==> src/rtl/mem_access_unit_pkg.sv <==
// Shared types and helpers for the data-memory access unit.
package mem_access_unit_pkg;

  localparam int unsigned ADDR_W = 32;
  localparam int unsigned DATA_W = 32;
  localparam int unsigned REG_W  = 5;
  localparam int unsigned STRB_W = 4;

  typedef enum logic [2:0] {
    LD_B  = 3'd0,
    LD_H  = 3'd1,
    LD_W  = 3'd2,
    LD_BU = 3'd3,
    LD_HU = 3'd4,
    ST_B  = 3'd5,
    ST_H  = 3'd6,
    ST_W  = 3'd7
  } mem_op_e;

  typedef enum logic [1:0] {
    MEM_IDLE = 2'd0,
    MEM_WAIT = 2'd1,
    MEM_RESP = 2'd2
  } mem_state_e;

  // Accepted transaction context kept until the response is produced.
  typedef struct packed {
    mem_op_e          op;
    logic [1:0]       off;
    logic [REG_W-1:0] rd;
  } txn_t;

  function automatic logic is_load(input mem_op_e op);
    return op inside {LD_B, LD_H, LD_W, LD_BU, LD_HU};
  endfunction

  function automatic logic is_aligned(input mem_op_e op, input logic [1:0] off);
    case (op)
      LD_H, LD_HU, ST_H: return ~off[0];
      LD_W, ST_W:        return off == 2'b00;
      default:           return 1'b1;
    endcase
  endfunction

endpackage

==> src/rtl/mem_access_unit_if.sv <==
// Request/response handshake and data SRAM port of the memory access unit.
interface mem_access_unit_if;
  import mem_access_unit_pkg::*;

  logic              req_valid;
  logic              req_ready;
  mem_op_e           req_op;
  logic [ADDR_W-1:0] req_addr;
  logic [DATA_W-1:0] req_wdata;
  logic [REG_W-1:0]  req_rd;
  logic              flush;

  logic              data_sram_en;
  logic [STRB_W-1:0] data_sram_we;
  logic [ADDR_W-1:0] data_sram_addr;
  logic [DATA_W-1:0] data_sram_wdata;
  logic [DATA_W-1:0] data_sram_rdata;

  logic              resp_valid;
  logic              resp_ready;
  logic [DATA_W-1:0] resp_data;
  logic [REG_W-1:0]  resp_rd;
  logic              resp_we;
  logic              resp_ale;
  logic              stall;

  // Pipeline/SRAM side that issues requests and returns read data.
  modport master (
    output req_valid, req_op, req_addr, req_wdata, req_rd, flush, resp_ready,
    output data_sram_rdata,
    input  req_ready, data_sram_en, data_sram_we, data_sram_addr, data_sram_wdata,
    input  resp_valid, resp_data, resp_rd, resp_we, resp_ale, stall
  );

  // The memory access unit itself.
  modport slave (
    input  req_valid, req_op, req_addr, req_wdata, req_rd, flush, resp_ready,
    input  data_sram_rdata,
    output req_ready, data_sram_en, data_sram_we, data_sram_addr, data_sram_wdata,
    output resp_valid, resp_data, resp_rd, resp_we, resp_ale, stall
  );

endinterface

==> src/rtl/mem_access_unit_load_align.sv <==
// Selects the addressed byte/halfword of an SRAM word and sign/zero-extends it.
module mem_access_unit_load_align
  import mem_access_unit_pkg::*;
(
  input  logic [DATA_W-1:0] rdata,
  input  logic [1:0]        off,
  input  mem_op_e           op,
  output logic [DATA_W-1:0] ext_c
);

  logic [DATA_W-1:0] shifted;

  always_comb begin
    shifted = rdata >> {off, 3'b000};
    ext_c   = '0;
    case (op)
      LD_B:    ext_c = {{24{shifted[7]}}, shifted[7:0]};
      LD_BU:   ext_c = {24'h0, shifted[7:0]};
      LD_H:    ext_c = {{16{shifted[15]}}, shifted[15:0]};
      LD_HU:   ext_c = {16'h0, shifted[15:0]};
      LD_W:    ext_c = rdata;
      default: ext_c = '0;
    endcase
  end

endmodule

==> src/rtl/mem_access_unit.sv <==
// Data-memory responder: drives the data SRAM for one load/store at a time and
// returns extended load data over a valid/ready response channel.
module mem_access_unit
  import mem_access_unit_pkg::*;
#(
  parameter int unsigned RD_LAT = 1
) (
  input logic               clk,
  input logic               resetn,
  mem_access_unit_if.slave  bus
);

  localparam int unsigned CNT_W = (RD_LAT > 1) ? $clog2(RD_LAT) : 1;

  localparam logic [1:0] S_IDLE = MEM_IDLE;
  localparam logic [1:0] S_WAIT = MEM_WAIT;
  localparam logic [1:0] S_RESP = MEM_RESP;

  logic [1:0]        state, state_nxt;
  logic [CNT_W-1:0]  cnt, cnt_nxt;
  logic              drop, drop_nxt;
  txn_t              txn, txn_nxt;

  logic              resp_valid_q, resp_valid_nxt;
  logic [DATA_W-1:0] resp_data_q, resp_data_nxt;
  logic [REG_W-1:0]  resp_rd_q, resp_rd_nxt;
  logic              resp_we_q, resp_we_nxt;
  logic              resp_ale_q, resp_ale_nxt;

  logic              idle;
  logic              accept;
  logic              req_aligned;
  logic              req_load;
  logic [1:0]        req_off;
  logic [DATA_W-1:0] load_ext_c;

  assign idle        = (state == S_IDLE);
  assign req_off     = bus.req_addr[1:0];
  assign req_aligned = is_aligned(bus.req_op, req_off);
  assign req_load    = is_load(bus.req_op);

  // Flush in IDLE withholds ready so it always wins over a new request.
  assign bus.req_ready = idle & ~bus.flush;
  assign accept        = bus.req_valid & bus.req_ready;
  assign bus.stall     = ~idle | (bus.req_valid & req_load);

  assign bus.resp_valid = resp_valid_q;
  assign bus.resp_data  = resp_data_q;
  assign bus.resp_rd    = resp_rd_q;
  assign bus.resp_we    = resp_we_q;
  assign bus.resp_ale   = resp_ale_q;

  // SRAM is driven only in the accept cycle of an aligned request.
  always_comb begin
    bus.data_sram_en    = 1'b0;
    bus.data_sram_we    = '0;
    bus.data_sram_addr  = '0;
    bus.data_sram_wdata = '0;
    if (accept && req_aligned) begin
      bus.data_sram_en   = 1'b1;
      bus.data_sram_addr = {bus.req_addr[ADDR_W-1:2], 2'b00};
      case (bus.req_op)
        ST_B: begin
          bus.data_sram_we    = STRB_W'(4'b0001 << req_off);
          bus.data_sram_wdata = {4{bus.req_wdata[7:0]}};
        end
        ST_H: begin
          bus.data_sram_we    = STRB_W'(4'b0011 << req_off);
          bus.data_sram_wdata = {2{bus.req_wdata[15:0]}};
        end
        ST_W: begin
          bus.data_sram_we    = 4'b1111;
          bus.data_sram_wdata = bus.req_wdata;
        end
        default: ;
      endcase
    end
  end

  mem_access_unit_load_align u_load_align (
    .rdata (bus.data_sram_rdata),
    .off   (txn.off),
    .op    (txn.op),
    .ext_c (load_ext_c)
  );

  always_ff @(posedge clk) begin
    if (!resetn) begin
      state        <= S_IDLE;
      cnt          <= '0;
      drop         <= 1'b0;
      txn          <= '0;
      resp_valid_q <= 1'b0;
      resp_data_q  <= '0;
      resp_rd_q    <= '0;
      resp_we_q    <= 1'b0;
      resp_ale_q   <= 1'b0;
    end else begin
      state        <= state_nxt;
      cnt          <= cnt_nxt;
      drop         <= drop_nxt;
      txn          <= txn_nxt;
      resp_valid_q <= resp_valid_nxt;
      resp_data_q  <= resp_data_nxt;
      resp_rd_q    <= resp_rd_nxt;
      resp_we_q    <= resp_we_nxt;
      resp_ale_q   <= resp_ale_nxt;
    end
  end

  always_comb begin
    state_nxt      = state;
    cnt_nxt        = cnt;
    drop_nxt       = drop;
    txn_nxt        = txn;
    resp_valid_nxt = resp_valid_q;
    resp_data_nxt  = resp_data_q;
    resp_rd_nxt    = resp_rd_q;
    resp_we_nxt    = resp_we_q;
    resp_ale_nxt   = resp_ale_q;

    case (state)
      S_IDLE: begin
        if (accept) begin
          txn_nxt = '{op: bus.req_op, off: req_off, rd: bus.req_rd};
          if (req_load && req_aligned) begin
            state_nxt = S_WAIT;
            cnt_nxt   = CNT_W'(RD_LAT - 1);
            drop_nxt  = 1'b0;
          end else begin
            // Stores and misaligned requests answer immediately.
            state_nxt      = S_RESP;
            resp_valid_nxt = 1'b1;
            resp_data_nxt  = '0;
            resp_rd_nxt    = req_load ? bus.req_rd : '0;
            resp_we_nxt    = 1'b0;
            resp_ale_nxt   = ~req_aligned;
          end
        end
      end

      S_WAIT: begin
        if (bus.flush) drop_nxt = 1'b1;
        if (cnt == '0) begin
          if (drop || bus.flush) begin
            state_nxt = S_IDLE;
            drop_nxt  = 1'b0;
          end else begin
            state_nxt      = S_RESP;
            resp_valid_nxt = 1'b1;
            resp_data_nxt  = load_ext_c;
            resp_rd_nxt    = txn.rd;
            resp_we_nxt    = 1'b1;
            resp_ale_nxt   = 1'b0;
          end
        end else begin
          cnt_nxt = CNT_W'(cnt - 1'b1);
        end
      end

      S_RESP: begin
        if (bus.resp_ready || bus.flush) begin
          state_nxt      = S_IDLE;
          resp_valid_nxt = 1'b0;
          resp_data_nxt  = '0;
          resp_rd_nxt    = '0;
          resp_we_nxt    = 1'b0;
          resp_ale_nxt   = 1'b0;
        end
      end

      default: state_nxt = S_IDLE;
    endcase
  end

endmodule

==> src/flat_wrapper.sv <==
// flat-port wrapper written by rule: the top's interface ports become plain ports
module mem_access_unit_flat import mem_access_unit_pkg::*;
#(
  parameter int unsigned RD_LAT = 1
)
  (clk, resetn, bus_req_valid, bus_req_op, bus_req_addr, bus_req_wdata, bus_req_rd, bus_flush, bus_resp_ready, bus_data_sram_rdata, bus_req_ready, bus_data_sram_en, bus_data_sram_we, bus_data_sram_addr, bus_data_sram_wdata, bus_resp_valid, bus_resp_data, bus_resp_rd, bus_resp_we, bus_resp_ale, bus_stall);
  mem_access_unit_if bus_i ();
  input logic clk;
  input logic resetn;
  input wire logic [$bits(bus_i.req_valid)-1:0] bus_req_valid;
  input wire logic [$bits(bus_i.req_op)-1:0] bus_req_op;
  input wire logic [$bits(bus_i.req_addr)-1:0] bus_req_addr;
  input wire logic [$bits(bus_i.req_wdata)-1:0] bus_req_wdata;
  input wire logic [$bits(bus_i.req_rd)-1:0] bus_req_rd;
  input wire logic [$bits(bus_i.flush)-1:0] bus_flush;
  input wire logic [$bits(bus_i.resp_ready)-1:0] bus_resp_ready;
  input wire logic [$bits(bus_i.data_sram_rdata)-1:0] bus_data_sram_rdata;
  output wire logic [$bits(bus_i.req_ready)-1:0] bus_req_ready;
  output wire logic [$bits(bus_i.data_sram_en)-1:0] bus_data_sram_en;
  output wire logic [$bits(bus_i.data_sram_we)-1:0] bus_data_sram_we;
  output wire logic [$bits(bus_i.data_sram_addr)-1:0] bus_data_sram_addr;
  output wire logic [$bits(bus_i.data_sram_wdata)-1:0] bus_data_sram_wdata;
  output wire logic [$bits(bus_i.resp_valid)-1:0] bus_resp_valid;
  output wire logic [$bits(bus_i.resp_data)-1:0] bus_resp_data;
  output wire logic [$bits(bus_i.resp_rd)-1:0] bus_resp_rd;
  output wire logic [$bits(bus_i.resp_we)-1:0] bus_resp_we;
  output wire logic [$bits(bus_i.resp_ale)-1:0] bus_resp_ale;
  output wire logic [$bits(bus_i.stall)-1:0] bus_stall;
  assign bus_i.req_valid = bus_req_valid;
  assign bus_i.req_op = bus_req_op;
  assign bus_i.req_addr = bus_req_addr;
  assign bus_i.req_wdata = bus_req_wdata;
  assign bus_i.req_rd = bus_req_rd;
  assign bus_i.flush = bus_flush;
  assign bus_i.resp_ready = bus_resp_ready;
  assign bus_i.data_sram_rdata = bus_data_sram_rdata;
  assign bus_req_ready = bus_i.req_ready;
  assign bus_data_sram_en = bus_i.data_sram_en;
  assign bus_data_sram_we = bus_i.data_sram_we;
  assign bus_data_sram_addr = bus_i.data_sram_addr;
  assign bus_data_sram_wdata = bus_i.data_sram_wdata;
  assign bus_resp_valid = bus_i.resp_valid;
  assign bus_resp_data = bus_i.resp_data;
  assign bus_resp_rd = bus_i.resp_rd;
  assign bus_resp_we = bus_i.resp_we;
  assign bus_resp_ale = bus_i.resp_ale;
  assign bus_stall = bus_i.stall;
  mem_access_unit #(.RD_LAT(RD_LAT)) u_core (.clk(clk), .resetn(resetn), .bus(bus_i));
endmodule
==> config.mk <==
export PLATFORM = sky130hd
export DESIGN_NAME = mem_access_unit_flat
export DESIGN_NICKNAME = d
export VERILOG_FILES = /design/src/rtl/mem_access_unit_pkg.sv /design/src/rtl/mem_access_unit_if.sv /design/src/rtl/mem_access_unit_load_align.sv /design/src/rtl/mem_access_unit.sv /design/src/flat_wrapper.sv
export SDC_FILE = /design/constraint.sdc
export NUM_CORES = 1
export LEC_CHECK = 0
export ABC_AREA = 1
export CAP_MARGIN = 20
export CORE_ASPECT_RATIO = 1.75
export CORE_MARGIN = 2
export CORE_UTILIZATION = 37
export CTS_BUF_LIST = sky130_fd_sc_hd__clkbuf_4
export CTS_CLUSTER_DIAMETER = 50
export CTS_CLUSTER_SIZE = 25
export DETAILED_ROUTE_END_ITERATION = 8
export MAX_ROUTING_LAYER = met4
export PLACE_DENSITY = 0.9
export SYNTH_ARGS = -nofsm -noshare
export SYNTH_HDL_FRONTEND = slang
export SYNTH_SLANG_ARGS = --single-unit
==> constraint.sdc <==
create_clock -name clk -period 1.9 [get_ports clk]
set_clock_uncertainty 0.1 [all_clocks]
set_input_delay 0.38 -clock clk [delete_from_list [all_inputs] [get_ports clk]]
set_output_delay 0.38 -clock clk [all_outputs]
set_load 0.02 [all_outputs]
==> impl_metrics.toml, run 1 <==
[worst_setup_path]
crit_arrival_ps = 1970
worstPathMaxFanout = 13
r2r.worst_path.cells = 13
critical_path.cell_chain = "inv_2, ha_4, inv_4, nor2_4, nand2_4, a21oi_4, inv_6, buf_12, nor2_4, buf_6"
critical_path.n_buffers_inverters = 5
worstPathRequired_ps = 1420
worst_setup_path_startpoint = "u_core.state[1]"
cpPeakStageDelay_ps = 350
r2r-start = "u_core.state[1]"
crit_slowest_cell = "dfxtp_2"
regToRegSetupSlack_ps = -130
critical_path_cell_count = 10
path_class = "flip-flop to primary output"
critPathCapture = "bus_data_sram_wdata[30]"
crit-reg2reg-capture = "u_core.bus.resp_data[7]"
critical-path-top-delay-family = "buffers and inverters"
critPathCaptureType = "primary output"
critPathMostFrequentCell = "nor2_4"
crit_path_start_kind = "flip-flop"

[floorplanning]
floorplan.io_pins = 220
die_extent_in_x_um = 83.74
rows = 51
initial_core_utilization = 0.3751
die_span_in_y_um = 143.5
dieArea_sq_um = 12020
core_region_area_sq_um = 10980

[pwr]
power-per-cell-area_nw_per_um2 = 1082
irDropWorstVdd_mv = 1.018
p_leak_nw = 3.728

[routing]
detailroute.via_count = 6084
first_iteration_detailed_routing_drc_count = 317
drcViolationCount = 0
wirelength_um = 18380
vias_per_cell = 5.263
drt_wl_cell_um = 15.90
detail-route-antenna-nets = 0
first_pass_iters = 6

[layout]
design.final.nets = 1134
layout-drive-gt1-share = 0.2571
area.growth.synth_to_final_pct = 90.03

[clock_network]
ctsHoldBuffers = 0
clk_latency_ps = 370
cts_tree = "built"
cts_buffer_depth = 2
root_buffer_cell = "clkbuf_4"
numCtsBuffers = 5
cts.htree.levels = 2
clkSlewWorstSetupHoldPaths_ps = 160
tritoncts_sinks = 52

[global_route]
grt_antenna_before_repair = 1
grt_start_max_net_pins = 38
globalRoute.totalOverflow = 0
grt_first_pass_wirelength_um = 28370
gr-usage-all-layers = 0.3019
first_global_vias = 5958

[yosys]
synth_top_family_by_area = "simple AND/OR/NAND/NOR gates"
postSynthCellCount = 757
synth_compound_gate_area_share = 0.1587
post_synth_mux_area_share = 0
syn_avg_cell_area_sq_um = 5.438
yosys_warnings = 0
postSynth.topFlopCell = "dfxtp_1"
synth-async-reset-ratio = 0
synth_cell_types = 29
mappedNetlistArea_sq_um = 4116
synth_edf_count = 0
synth_fa_ha_area_frac = 0.009119
simple_gate_share_of_the_synthesized_area = 0.4398
synth_xor_area_frac = 0
count_of_state_elements_after_synthesis = 52
synth_seq_area_share = 0.2529

[sta]
timing_hold_violations_final = 0
slew_viol_final = 0
fin_crit_sh = 1.290
timing.setup.tns_ps = -35520
hold-worst-slack_ps = 367.2
setup_violations = 108
unrepaired_setup_endpoints_after_global_routing = "true"
finalWorstSetupSlack_ps = -550.6
clock.fmax_mhz = 408.1
timing.final.crit_period_ps = 2451

[place]
routabilityCongestion = 1.003
placement.setup.worst_slack_ps = -1207
detailedPlacementHpwl_um = 14350
place.port_buffers = 217

[flow_run]
max_cap_violations = 0

[run_status]
violations = "negative setup slack"
status = "finished with violations"

[worst_hold_path]
worstHoldPathType = "flip-flop to flip-flop"
-- area by class of cell --
| class | count | area [sq um] |
|---|---|---|
| fill | 841 | 3153 |
| timing repair buffer | 311 | 3162 |
| inverter | 82 | 317.8 |
| clock inverter | 2 | 38.79 |
| antenna | 1 | 2.502 |
| sequential | 52 | 1044 |
| multi-input combinational | 570 | 3048 |
| clock buffer | 6 | 45.04 |
| tap | 132 | 165.2 |
-- kinds of logic after synthesis --
group | count (synthesis)
AO/OA/AOI/OAI | 118
adder cells (fa/ha/maj) | 3
buffers and inverters | 136
flip-flops | 52
other | 1
AND/OR/NAND/NOR | 447
-- routing by layer --
| layer | vias to the layer above | share of wire | track usage |
|---|---|---|---|
| li1 | 2903 | - | - |
| met1 | 2740 | 0.33 | 0.2861 |
| met2 | 340 | 0.52 | 0.5486 |
| met3 | 101 | 0.067 | 0.04250 |
| met4 | 0 | 0.086 | 0.2258 |
| met5 | - | 0 | - |
-- registers in the layout (all words and copies together) (netlist names) --
name / cells
u_core.bus.resp_rd: 5
u_core.bus.resp_valid: 1
u_core.bus.resp_data: 32
u_core.bus.resp_we: 1
u_core.txn: 10
u_core.bus.resp_ale: 1
u_core.state: 2
-- worst register-to-register path, delay by kind of cell, from the launching register on --
kind / cells / cell delay [ps]
compound gates: 1 / 270
fa+ha+maj: 1 / 150
buf+inv: 5 / 620
flops: 1 / 350
simple gates: 6 / 490
-- cells in the final DEF (no fill, tap or decap), drive strengths merged --
cell           count
a211oi             1
a21oi             72
a22oi              9
a31oi              1
a41oi              5
buf              166
bufinv             1
clkbuf             6
clkdlybuf4s50    131
clkinv             1
conb               2
dfxtp             52
diode              1
dlymetal6s2s      14
ha                 3
inv               82
nand2            229
nand3             84
nand4              1
nor2             132
o21ai             29
o22ai              1
or2                1
-- report_power, final --
part	leakage, nW	switching (mW)	internal [mW]
combinational	3.25	3.32	2.76
clock	0.0463	0.377	0.298
sequential	0.428	0.211	1.49
total	3.73	3.91	4.55
-- stage by stage --
step           total power [mW]  std cells    util  area (sq um)
3_3_place_gp              7.569       1143  0.6914          7589
4_1_cts                   8.440       1153  0.7079          7770
2_1_floorplan             5.267        758       -          4700
6_report                  8.462       1156  0.7127          7823
3_5_place_dp              7.686       1143  0.6914          7589
5_1_grt                   9.072       1156  0.7127          7823
-- Yosys cell counts (4+ instances only) --
master	n	area, sq um
clkbuf_1	17	63.81
o21ai_0	27	135.1
buf_2	26	130.1
dfxtp_1	52	1041
buf_1	5	18.77
a41oi_1	5	43.79
nor2_1	129	484.2
inv_2	4	15.01
inv_1	77	289.0
a22oi_1	9	67.56
a21oi_1	71	355.3
nand2_1	227	852.1
nand3_1	82	410.4
-- worst min-delay path by stage --
stage | start | to | slack (ps) | depth (start not counted)
floorplan | u_core.txn[3] | u_core.txn[3] | 330 | 2
global placement | u_core.txn[2] | u_core.txn[2] | 340 | 2
detailed placement | u_core.txn[1] | u_core.txn[1] | 350 | 2
CTS | bus_req_op[1] | u_core.txn[8] | 350 | 4
global route | u_core.txn[2] | u_core.txn[2] | 390 | 2
finish | u_core.txn[1] | u_core.txn[1] | 370 | 2
-- timing repair --
item,CTS,global route
resized for setup,429,14
endpoints found under the hold margin,0,0
buffers inserted,2,2
pin swaps,1,1
endpoints found under the setup margin,109,123
No activity file was read; power rests on OpenSTA's default activity.
==> run 2: changes to the inputs <==
--- a/config.mk
+++ b/config.mk
@@ -14,7 +14,6 @@
 export CTS_CLUSTER_DIAMETER = 50
 export CTS_CLUSTER_SIZE = 25
 export DETAILED_ROUTE_END_ITERATION = 8
-export MAX_ROUTING_LAYER = met4
 export PLACE_DENSITY = 0.9
 export SYNTH_ARGS = -nofsm -noshare
 export SYNTH_HDL_FRONTEND = slang
==> constraint.sdc (replaced) <==
create_clock -name clk -period 2.13 [get_ports clk]
set_clock_uncertainty 0.1 [all_clocks]
set_input_delay 0.426 -clock clk [delete_from_list [all_inputs] [get_ports clk]]
set_output_delay 0.426 -clock clk [all_outputs]
set_load 0.02 [all_outputs]
==> run 2 against run 1 <==
Effect of this change:
- the run still ends with negative setup slack left
- non-clock buffer count decreased by 5
- utilization decreased by 0.057 points
- register-to-register slack improved by 170 ps
- combinational power decreased by 9.7%
- die area unchanged
- first-iteration DRC count decreased by 3.2%
- critical path type unchanged
- largest cell class unchanged
- largest power group unchanged
==> impl_metrics.toml, run 2 (synthesized netlist as in run 1, its figures left out) <==
[place]
placement.setup.worst_slack_ps = -1107
placed_cells = 1126
routabilityCongestion = 1.018
detailedPlacementHpwl_um = 13590
place.port_buffers = 217

[layout]
mostFrequentLayoutCell = "nand2_1"
layout.area.seq_sq_um = 1044
mostFrequentLayoutCells = "224 x nand2_1, 145 x clkdlybuf4s50_1, 80 x nand3_1, 76 x buf_4, 73 x inv_1"
design.final.nets = 1129
finish.cell_count_without_fillers = 1152
multi_input_area_sq_um = 3095
fillers = 829
area.growth.synth_to_final_pct = 89.88
largest_register_ffs = 32
postLayoutCoreUtil = 0.7122
layout-drive-gt1-share = 0.2682

[run_status]
status = "finished with violations"
violations = "negative setup slack"

[pwr]
power-per-cell-area_nw_per_um2 = 977.3
clockPowerShare = 0.081
net-switching-power_mw = 3.579
sw_frac_of_total = 0.4685
p_int_mw = 4.060
p_leak_nw = 3.487
sequential_share_of_power = 0.200
power.combinational.fraction = 0.719
irDropWorstVdd_mv = 1.382

[sta]
timing_hold_violations_final = 0
finalWorstSetupSlack_ps = -382.1
clock.fmax_mhz = 398.1
slew-limit-headroom = 0.5847
setup_violations = 67
max_slew.worst_pin.slew_ps = 618.7
unrepaired_setup_endpoints_after_global_routing = "true"
slew_viol_final = 0
timing.final.crit_period_ps = 2512
fin_crit_sh = 1.179

[clock_network]
numCtsBuffers = 5
cts_buffer_depth = 2
cts_tree = "built"
clk_latency_ps = 390
tritoncts_sinks = 52
root_buffer_cell = "clkbuf_4"
cts.htree.levels = 2
clkSlewWorstSetupHoldPaths_ps = 160
ctsHoldBuffers = 0

[global_route]
gr-usage-all-layers = 0.3058
grt_first_pass_wirelength_um = 29390
grt_start_max_net_pins = 54
grt_antenna_before_repair = 1
first_global_vias = 5852
globalRoute.totalOverflow = 0

[floorplanning]
floorplan.io_pins = 220
dieArea_sq_um = 12020
die_extent_in_x_um = 83.74
rows = 51
initial_core_utilization = 0.3751
die_span_in_y_um = 143.5
core_region_area_sq_um = 10980

[worst_setup_path]
path_class = "flip-flop to primary output"
regToRegSetupSlack_ps = 40
worstPathMaxFanout = 7
crit_arrival_ps = 1990
critPathCaptureType = "primary output"
worstPathRequired_ps = 1600
crit_path_start_kind = "flip-flop"

[worst_hold_path]
worstHoldPathType = "input port to flip-flop"

[routing]
first_pass_iters = 5
vias_per_cell = 5.272
wirelength_um = 18910
detail-route-antenna-nets = 0
first_iteration_detailed_routing_drc_count = 307
drcViolationCount = 0
drt_wl_cell_um = 16.42
detailroute.via_count = 6073

[flow_run]
max_cap_violations = 0
-- run 2: cell count changes in the layout (fill, tap and decap cells not counted), moves of 3 or more --
cell,previous run,this run
buf_4,88,76
buf_6,59,69
buf_12,17,9
clkdlybuf4s50_1,131,145
a21oi_1,66,57
a21oi_2,5,13
nand2_2,0,3
dlymetal6s2s_1,14,0
-- run 2: layout make-up --
cell class,instances,area share
clock inverters,2,0.004962
diodes,2,0.0006403
flip-flops and latches,52,0.1335
clock buffers,6,0.005763
well taps,132,0.02113
multi-input cells,570,0.3960
repair buffers,306,0.3968
inverters,82,0.04114
-- run 2: critical path: stages (launching register included) --
cell	delay (ps)
dfxtp_2	360
inv_2	70
ha_4	150
inv_4	30
nor2_4	100
nand2_4	80
a21oi_4	220
inv_6	120
buf_16	160
a21oi_2	110
buf_4	160
-- run 2: what timing repair did --
item | CTS | global route
cloned | 2 | 2
pin swaps | 5 | 4
endpoints found under the setup margin | 79 | 86
resized for setup | 421 | 26
setup buffers | 2 | 11
-- run 2: through the flow --
stage	power, mW	TNS, ps	instance area (sq um)	hold WS [ps]
after floorplan	4.699	-3493	4707	329.8
after global placement	6.425	-76590	7363	337.0
after detailed placement	6.514	-82930	7363	345.8
after CTS	7.215	-22040	7646	366.8
after global routing	8.165	-29900	7814	357.7
final	7.639	-22700	7816	330.5
-- run 2: worst paths after layout --
| check | to | from | depth (start not counted) |
|---|---|---|---|
| min reg2reg | u_core.txn[4] | u_core.txn[4] | 2 |
| max reg2reg | u_core.bus.resp_valid | u_core.state[1] | 11 |
| max | bus_data_sram_wdata[15] | u_core.state[0] | 10 |
| min | u_core.txn[7] | bus_req_op[0] | 3 |
-- run 2: power groups by stage --
| stage | Combinational, mW | Sequential [mW] | Clock (mW) |
|---|---|---|---|
| 5_1_grt | 5.93 | 1.57 | 0.663 |
| 3_5_place_dp | 4.96 | 1.55 | 0 |
| 2_1_floorplan | 2.81 | 1.89 | 0 |
| 3_3_place_gp | 4.88 | 1.54 | 0 |
| 4_1_cts | 5.06 | 1.53 | 0.625 |
| 6_report | 5.49 | 1.53 | 0.618 |
-- run 2: layer usage --
layer / vias up / GRT usage / wire [um] / part of all wire
met5: - / 0 / 0 / 0
met4: 0 / 0.1613 / 1046 / 0.055
met3: 75 / 0.05974 / 1549 / 0.082
met2: 362 / 0.5882 / 10290 / 0.54
met1: 2744 / 0.3054 / 6026 / 0.32
li1: 2892 / - / - / -
